$ cat config.mk
export PLATFORM = sky130hd
export DESIGN_NAME = rpn_stack_ctrl
export DESIGN_NICKNAME = d
export VERILOG_FILES = /design/src/rtl/rpn_pkg.sv /design/src/rtl/rpn_alu.sv /design/src/rtl/rpn_stack_ctrl.sv
export SDC_FILE = /design/constraint.sdc
export NUM_CORES = 1
export LEC_CHECK = 0
export ABC_AREA = 0
export CORE_MARGIN = 1.5
export CORE_UTILIZATION = 50
export CTS_BUF_LIST = sky130_fd_sc_hd__clkbuf_16
export DETAILED_ROUTE_END_ITERATION = 12
export MAX_ROUTING_LAYER = met4
export PLACE_DENSITY = 0.84
export SETUP_SLACK_MARGIN = 0.5
export SLEW_MARGIN = 40
export SYNTH_ARGS = -nofsm -noshare
export SYNTH_HDL_FRONTEND = slang
export SYNTH_SLANG_ARGS = --single-unit
$ cat constraint.sdc
create_clock -name clk -period 2.7 [get_ports clk]
set_input_delay 0.54 -clock clk [delete_from_list [all_inputs] [get_ports clk]]
set_output_delay 0.54 -clock clk [all_outputs]
set_load 0.05 [all_outputs]
$ cat src/rtl/rpn_pkg.sv
// rpn_pkg: shared constants for the RPN stack controller.
//   - opcode values carried in tok_data when tok_is_op = 1
//   - error codes reported on err_code
//   - controller state encoding
package rpn_pkg;

    localparam logic [2:0] OP_ADD = 3'd0;
    localparam logic [2:0] OP_SUB = 3'd1;
    localparam logic [2:0] OP_AND = 3'd2;
    localparam logic [2:0] OP_OR  = 3'd3;
    localparam logic [2:0] OP_XOR = 3'd4;
    localparam logic [2:0] OP_OUT = 3'd5;

    localparam logic [1:0] ERR_NONE    = 2'b00;
    localparam logic [1:0] ERR_UNDER   = 2'b01;
    localparam logic [1:0] ERR_OVER    = 2'b10;
    localparam logic [1:0] ERR_ILLEGAL = 2'b11;

    typedef enum logic [2:0] {
        IDLE,
        PUSH,
        POP_B,
        WAIT_B,
        POP_A,
        WAIT_A,
        PUSH_R,
        RES
    } state_t;

endpackage

$ cat src/rtl/rpn_alu.sv
// rpn_alu: combinational binary operator for the RPN controller.
//   a  : deeper operand
//   b  : top-of-stack operand
//   op : opcode (ADD/SUB/AND/OR/XOR); anything else yields 0
//   y  : result, mod 2^W
module rpn_alu
    import rpn_pkg::*;
#(
    parameter int W = 4
) (
    input  logic [W-1:0] a,
    input  logic [W-1:0] b,
    input  logic [2:0]   op,
    output logic [W-1:0] y
);

    always_comb begin
        y = '0;
        case (op)
            OP_ADD:  y = a + b;
            OP_SUB:  y = a - b;
            OP_AND:  y = a & b;
            OP_OR:   y = a | b;
            OP_XOR:  y = a ^ b;
            default: y = '0;
        endcase
    end

endmodule

$ cat src/rtl/rpn_stack_ctrl.sv
// rpn_stack_ctrl: token-driven reverse-Polish evaluator sitting in front of
// a DEPTH x W LIFO stack. Tracks stack occupancy itself so it never pushes
// into a full stack or pops an empty one.
//   clk, reset          : clock, synchronous active-high reset
//   tok_valid/tok_ready : token handshake; tok_is_op selects opcode vs operand
//   tok_data            : operand value or opcode
//   stk_push/stk_pop    : one-cycle strobes to the stack
//   stk_data_in         : value pushed; stk_data_out valid the cycle after a pop
//   res_valid/res_data  : result pulse, res_data held until the next result
//   err_valid/err_code  : error pulse, err_code held until the next error
//   depth               : current occupancy
module rpn_stack_ctrl
    import rpn_pkg::*;
#(
    parameter int W     = 4,
    parameter int DEPTH = 8,
    parameter int CW    = 4
) (
    input  logic          clk,
    input  logic          reset,
    input  logic          tok_valid,
    output logic          tok_ready,
    input  logic          tok_is_op,
    input  logic [W-1:0]  tok_data,
    output logic          stk_push,
    output logic          stk_pop,
    output logic [W-1:0]  stk_data_in,
    input  logic [W-1:0]  stk_data_out,
    output logic          res_valid,
    output logic [W-1:0]  res_data,
    output logic          err_valid,
    output logic [1:0]    err_code,
    output logic [CW-1:0] depth
);

    state_t        state, state_nx;
    logic [CW-1:0] count;
    logic [2:0]    op_q;
    logic [W-1:0]  b_q;
    logic [W-1:0]  opnd_q;
    logic [W-1:0]  alu_y;
    logic          accept;
    logic          tok_err;
    logic [1:0]    tok_err_code;

    assign tok_ready   = (state == IDLE);
    assign accept      = tok_valid & tok_ready;
    assign depth       = count;
    assign stk_push    = (state == PUSH) || (state == PUSH_R);
    assign stk_pop     = (state == POP_B) || (state == POP_A);
    assign res_valid   = (state == PUSH_R) || (state == RES);
    // Operand pushes come from the latched token, result pushes from res_data.
    assign stk_data_in = (state == PUSH_R) ? res_data : opnd_q;

    rpn_alu #(.W(W)) u_alu (
        .a  (stk_data_out),
        .b  (b_q),
        .op (op_q),
        .y  (alu_y)
    );

    always_comb begin
        state_nx     = state;
        tok_err      = 1'b0;
        tok_err_code = ERR_NONE;
        case (state)
            IDLE: begin
                if (accept) begin
                    // All legality checks use count, which is stable in IDLE.
                    if (!tok_is_op) begin
                        if (count == CW'(DEPTH)) begin
                            tok_err      = 1'b1;
                            tok_err_code = ERR_OVER;
                        end else begin
                            state_nx = PUSH;
                        end
                    end else if (tok_data > W'(OP_OUT)) begin
                        tok_err      = 1'b1;
                        tok_err_code = ERR_ILLEGAL;
                    end else if (tok_data == W'(OP_OUT)) begin
                        if (count == '0) begin
                            tok_err      = 1'b1;
                            tok_err_code = ERR_UNDER;
                        end else begin
                            state_nx = POP_B;
                        end
                    end else if (count < CW'(2)) begin
                        tok_err      = 1'b1;
                        tok_err_code = ERR_UNDER;
                    end else begin
                        state_nx = POP_B;
                    end
                end
            end
            PUSH:    state_nx = IDLE;
            POP_B:   state_nx = WAIT_B;
            // OUT needs only the top value; binary ops go on to fetch A.
            WAIT_B:  state_nx = (op_q == OP_OUT) ? RES : POP_A;
            POP_A:   state_nx = WAIT_A;
            WAIT_A:  state_nx = PUSH_R;
            PUSH_R:  state_nx = IDLE;
            RES:     state_nx = IDLE;
            default: state_nx = IDLE;
        endcase
    end

    always_ff @(posedge clk) begin
        if (reset) begin
            state     <= IDLE;
            count     <= '0;
            op_q      <= '0;
            b_q       <= '0;
            opnd_q    <= '0;
            res_data  <= '0;
            err_valid <= 1'b0;
            err_code  <= ERR_NONE;
        end else begin
            state     <= state_nx;
            err_valid <= tok_err;
            if (tok_err)
                err_code <= tok_err_code;
            if (accept && !tok_is_op)
                opnd_q <= tok_data;
            if (accept && tok_is_op)
                op_q <= tok_data[2:0];
            case (state)
                PUSH, PUSH_R: count <= count + CW'(1);
                POP_B, POP_A: count <= count - CW'(1);
                WAIT_B: begin
                    b_q <= stk_data_out;
                    if (op_q == OP_OUT)
                        res_data <= stk_data_out;
                end
                WAIT_A:  res_data <= alu_y;
                default: ;
            endcase
        end
    end

endmodule

== Word-level counts from Yosys, hierarchy flattened ==
Index checks and enable logic that the tools add are counted.
Operators by class
  mux-type cells: 30
  magnitude comparators: 2
  bitwise logic cells: 4
  eq/ne operators: 20
  $add $sub $neg: 4
  div/mod/pow operators: 0
  shift-type cells: 0
  reductions and logical operators: 16
  multipliers: 0
Operator list (number)
  2-to-1 mux 3 bit: 7
  case mux 4 bit (5 select lines): 1
  equality test 3 bit (second input constant): 6
  case mux 3 bit (6 select lines): 1
  case mux 4 bit (2 select lines): 2
  2-to-1 mux 2 bit: 7
  equality test 3 x 2 -> 1 bit (second input constant): 4
  2-to-1 mux 1 bit: 10
  2-to-1 mux 4 bit: 2
  != test 4 bit (second input constant): 2
  equality test 3 x 1 -> 1 bit (second input constant): 2
  logical NOT 3 bit: 2
  != test 3 bit (second input constant): 2
  AND reduction 5 bit: 1
  adder 4 x 1 -> 4 bit (second input constant): 1
  adder 4 bit: 1
  bitwise AND 4 bit: 1
  equality test 4 x 3 -> 1 bit (second input constant): 1
  equality test 4 bit (second input constant): 1
  > comparator 4 x 3 -> 1 bit (second input constant): 1
  logical NOT 4 bit: 1
  less-than comparator 4 x 2 -> 1 bit (second input constant): 1
  bitwise OR 4 bit: 1
  nonzero test 2 bit: 2
  12 further kinds: 16
Storage, ports and cells
  input bits: 12
  RAM bits: 0
  bits in latches: 0
  output and inout bits: 19
  word-level logic and storage cells: 84
  bits in registers: 25
  ROM bits: 0
  memories: 0

== Longest topological paths before layout ==
  depth after elaboration: 7
  mapped depth: 10
  depth with buffers taken out: 10

== By module ==
From an unflattened synthesis, not the netlist that was laid out.
Unflattened totals
  cells, all modules: 190
  area total of the unflattened synthesis: 1666.6 µm²
By module, submodules not included
  rpn_stack_ctrl: cells an instance 130, seq. area each 500.5 µm², area an instance 1239.9 µm², times used 1
  rpn_alu: cells an instance 60, seq. area each 0.0 µm², area an instance 426.7 µm², times used 1

== Worst setup path after synthesis ==
OpenSTA, ideal clock, no wires.
  path kind: register to register
  start point: register state[1]
  end point: register count[3], in the netlist depth[3]
  cell stages (with the launch flop): 9
  buffers on the path: 0
  arrival: 2689 ps
  slack: -117 ps
  library setup time: 128 ps
  data required time: 2572 ps
  period minus slack after synthesis: 2817 ps
  path through: dfxtp_1 nand2b_2 a21oi_1 ha_1 a21o_1 a21oi_1 mux2i_1 xor2_1 nor2_1
Between the ends
  longest elaborated chain between the ends: 3
  elaborated cells between the ends (all ways): 8
  classes of those cells: eq/ne (4); mux (1); reduce/logical (3)
RTL lines
  start: declaration: RTL line rpn_stack_ctrl.sv:36  | state_t state, state_nx;
  start signal: assignment: RTL line rpn_stack_ctrl.sv:118  | state <= state_nx;
  equality test 3 x 2 -> 1 bit, or another cell as far along: RTL line rpn_stack_ctrl.sv:126  | case (state)
  OR reduction 2 bit: RTL line rpn_stack_ctrl.sv:126
  case mux 4 bit (2 select lines) or nonzero test 2 bit (tied branches)
  end signal: assignment: RTL line rpn_stack_ctrl.sv:127  | PUSH, PUSH_R: count <= count + CW'(1);
  end signal: assignment: RTL line rpn_stack_ctrl.sv:128  | POP_B, POP_A: count <= count - CW'(1);
  end: declaration: RTL line rpn_stack_ctrl.sv:37  | logic [CW-1:0] count;
Several ways; a longest one is shown, not always the timed one.
A chain may end at the register's enable or synchronous reset.

== Final worst setup path ==
  start point: register op_q[0]
  end point: register res_data[2]
Between the ends
  longest elaborated chain between the ends: 3
  elaborated cells between the ends (all ways): 10
  classes of those cells: eq/ne (6); mux (2); reduce/logical (2)
RTL lines
  start: declaration: RTL line rpn_stack_ctrl.sv:38  | logic [2:0] op_q;
  start signal: assignment: RTL line rpn_stack_ctrl.sv:125  | op_q <= tok_data[2:0];
  equality test 3 bit, or another cell as far along: RTL line rpn_alu.sv:19  | case (op)
  case mux 4 bit (5 select lines) or != test 2 bit (tied branches)
  case mux 4 bit (2 select lines) or AND reduction 2 bit (tied branches)
  end signal: assignment: RTL line rpn_stack_ctrl.sv:132  | res_data <= stk_data_out;
  end signal: assignment: RTL line rpn_stack_ctrl.sv:134  | WAIT_A: res_data <= alu_y;
  end: declaration: RTL line rpn_stack_ctrl.sv:30  | output logic [W-1:0] res_data,
Several ways; a longest one is shown, not always the timed one.

==> flow_summary.toml <==
[place]
globalplace.congestion = 0.860
dp_hpwl_um = 3020
numPortBuffers = 30
dpl.cell_count = 274
dpl-instance-area_um2 = 2030
post-place-ws_ns = 0.139

[global_route]
grt_start_max_net_pins = 23
grt_first_pass_wirelength_um = 6530
grt_pass1_vias = 1395
grtUsageTotal = 0.248
grt-ovfl-total = 0
antenna_found_initial = 0

[cts]
root_buffer = "clkbuf_16"
postCtsHoldBufs = 0
clk_latency_ns = 0.26
clk_pin_slew_worst_paths_ns = 0.07
cts.sinks = 25
cts_tree = "done"
cts_made_buffers = 3
clk_path_buf_depth = 2
htree_levels = 1

[route]
drtIter0Drc = 108
route.detailed.drc = 0
wl_met3_um = 258
wl_met1_um = 1940
wl_per_cell_um = 15.5
viasPerCell = 5.75
firstDrtPassIters = 4
topRoutingLayerUsed = "met4"
num_vias = 1634
ant_nets = 0
wl_met2_um = 2120
routed_wl_um = 4410

[pwr]
intPower_uw = 744
comb_power_share = 0.327
swShare = 0.356
pwr-share-clk = 0.299
p_leak_uw = 0.000924
power_switching_uw = 411
power_density_nw_per_um2 = 522
peakVddDrop_uv = 431
p_seq_frac = 0.374

[floorplan]
die_x_um = 60.5
die-area_um2 = 3660
die_h_um = 60.5
ioPinCount = 31
num_rows = 20
initial_utilization = 0.533
core_area_um2 = 3100

[timing]
setup_ws_ns = 0.488
rsz0062_at_grt = "true"
setup-tns-final_ns = 0
timing.fmax_ghz = 0.452
worst_pin_slew_ns = 0.509
slew_headroom = 0.660
hold_viol = 0
setup-violations-final = 0
slew_violations = 0
min_period_ns = 2.21
fin_skew_ns = 0.00108
finalCritPeriodShare = 0.819

[logic_synthesis]
syn_area_um2 = 1650
yosysWarnings = 0
syn_inst = 203
syn_nets = 231
yosysSeqAreaShare = 0.303
synth-seq-cells = 25
async_flop_share = 0
ys.flop_type = "dfxtp_1"
synth_edf_count = 0
avgSynthCellArea_um2 = 8.14
synth_cell_types = 43

[finish]
finalNetCount = 269
layout-drive-gt1-share = 0.200
fin_cells = 284
syn2layout_area_growth_pct = 33.9
diodes = 0
stdcell_area_um2 = 2210

[setup_path]
cp_slowest_cell = "dfxtp_2"
r2r_cells = 9
arrival_ns = 2.40
path_cells = "inv_4 > nor3_4 > mux2_4 > fa_2 > xor2_1 > o22a_1 > o22ai_2 > a211oi_2 > nor3_1"
critPathLaunchType = "flip-flop"
end_kind = "flip-flop"
cp_max_fo = 4
critPathRequiredTime_ns = 2.89
reg2reg_slack_ns = 0.49
critPathKind = "reg -> reg"
cp_slowest_stage_delay_ns = 0.36

[run]
max-cap-violations = 0

[worst_hold_path]
hold_depth = 1
hp-class = "reg -> reg"

[status]
status = "completed"
[state kept, by name, indices dropped and copies added (netlist names)]
signal / cells
b_q: 4
res_data: 4
opnd_q: 4
op_q: 3
state: 3
depth: 4
err_valid: 1
err_code: 2
[layout by cell type, fill, tap and decap left out, types with 3 or more instances in the layout]
cell type	Yosys	layout
a31oi_1	5	5
nand2_1	13	13
o21ai_0	9	8
mux2i_1	5	5
nor2b_1	4	3
nand2b_1	4	4
nor3_1	7	5
dfxtp_1	25	19
xnor2_1	5	5
clkdlybuf4s50_1	0	19
o21a_1	3	3
clkbuf_16	0	3
a21oi_1	16	15
nor2_1	24	24
mux2_2	5	4
buf_4	0	12
inv_1	14	12
dfxtp_2	0	4
buf_2	2	3
ha_1	14	13
[Yosys cell counts (all sizes together), types with 3 or more instances]
| library cell | number | area (µm²) |
|---|---|---|
| clkbuf | 7 | 26.3 |
| mux2i | 5 | 50.1 |
| mux2 | 5 | 56.3 |
| nor2b | 4 | 25.0 |
| nand2 | 13 | 48.8 |
| xnor2 | 5 | 43.8 |
| nor2 | 24 | 90.1 |
| o21ai | 10 | 50.0 |
| a21oi | 16 | 80.1 |
| nor3 | 7 | 35.0 |
| or2 | 3 | 18.8 |
| dfxtp | 25 | 500 |
| a31oi | 5 | 31.3 |
| nand2b | 5 | 33.8 |
| inv | 14 | 52.6 |
| a211oi | 3 | 22.5 |
| ha | 14 | 175 |
| o21a | 3 | 22.5 |
[through the flow]
stage	total power, µW	hold slack, ns	util
after floorplan	685	0.450	-
after global placement	796	0.448	0.654
after detailed placement	803	0.459	0.654
after CTS	1140	0.470	0.688
after global routing	1200	0.477	0.713
final	1150	0.466	0.713
[power groups by stage]
stage	registers, µW	logic (µW)	clock network, µW
after floorplan	490	195	0
after global placement	438	358	0
after detailed placement	439	363	0
after CTS	431	361	347
after global routing	436	406	360
final	432	377	345
[kinds of logic after synthesis]
family	share of synthesized area
buffers and inverters	0.0538
muxes	0.0643
and+or+nand+nor	0.198
xor gates and xnor gates	0.0371
adders and majority gates	0.130
DFF	0.303
AOI/OAI and AO/OA	0.214
[worst max-delay path, delay by kind of cell (launching register included)]
kind | cells | cell delay, ns
buffers and inverters | 1 | 0.04
adders and majority gates | 1 | 0.36
muxes | 1 | 0.36
AOI/OAI and AO/OA | 3 | 0.41
DFF | 1 | 0.36
and+or+nand+nor | 2 | 0.44
xor gates and xnor gates | 1 | 0.15
[area by class of cell]
class / instances / area [µm²]
Timing Repair Buffer: 42 / 370
Clock buffer: 3 / 75.1
Inverter: 14 / 57.6
Multi-Input combinational cell: 155 / 1130
Tap cell: 44 / 55.1
Sequential cell: 25 / 513
Clock inverter: 1 / 7.51
Fill cell: 246 / 890
[timing repair]
action,in CTS,in global routing
pin swaps,3,10
endpoints found under the setup margin,11,11
setup buffers,2,4
gates resized for setup,30,24
hold endpoints to repair,0,0
[metal layers]
layer	vias to the layer above	global-route usage
met5	-	-
met4	0	0.0745
met3	13	0.0192
met2	69	0.390
met1	761	0.341
li1	791	-
[worst paths after layout]
check	from	endpoint
min reg2reg	err_code[1]	err_code[1]
max reg2reg	op_q[0]	res_data[2]
max	op_q[0]	res_data[2]
min	err_code[1]	err_code[1]
Power figures use the tool's default switching activity.
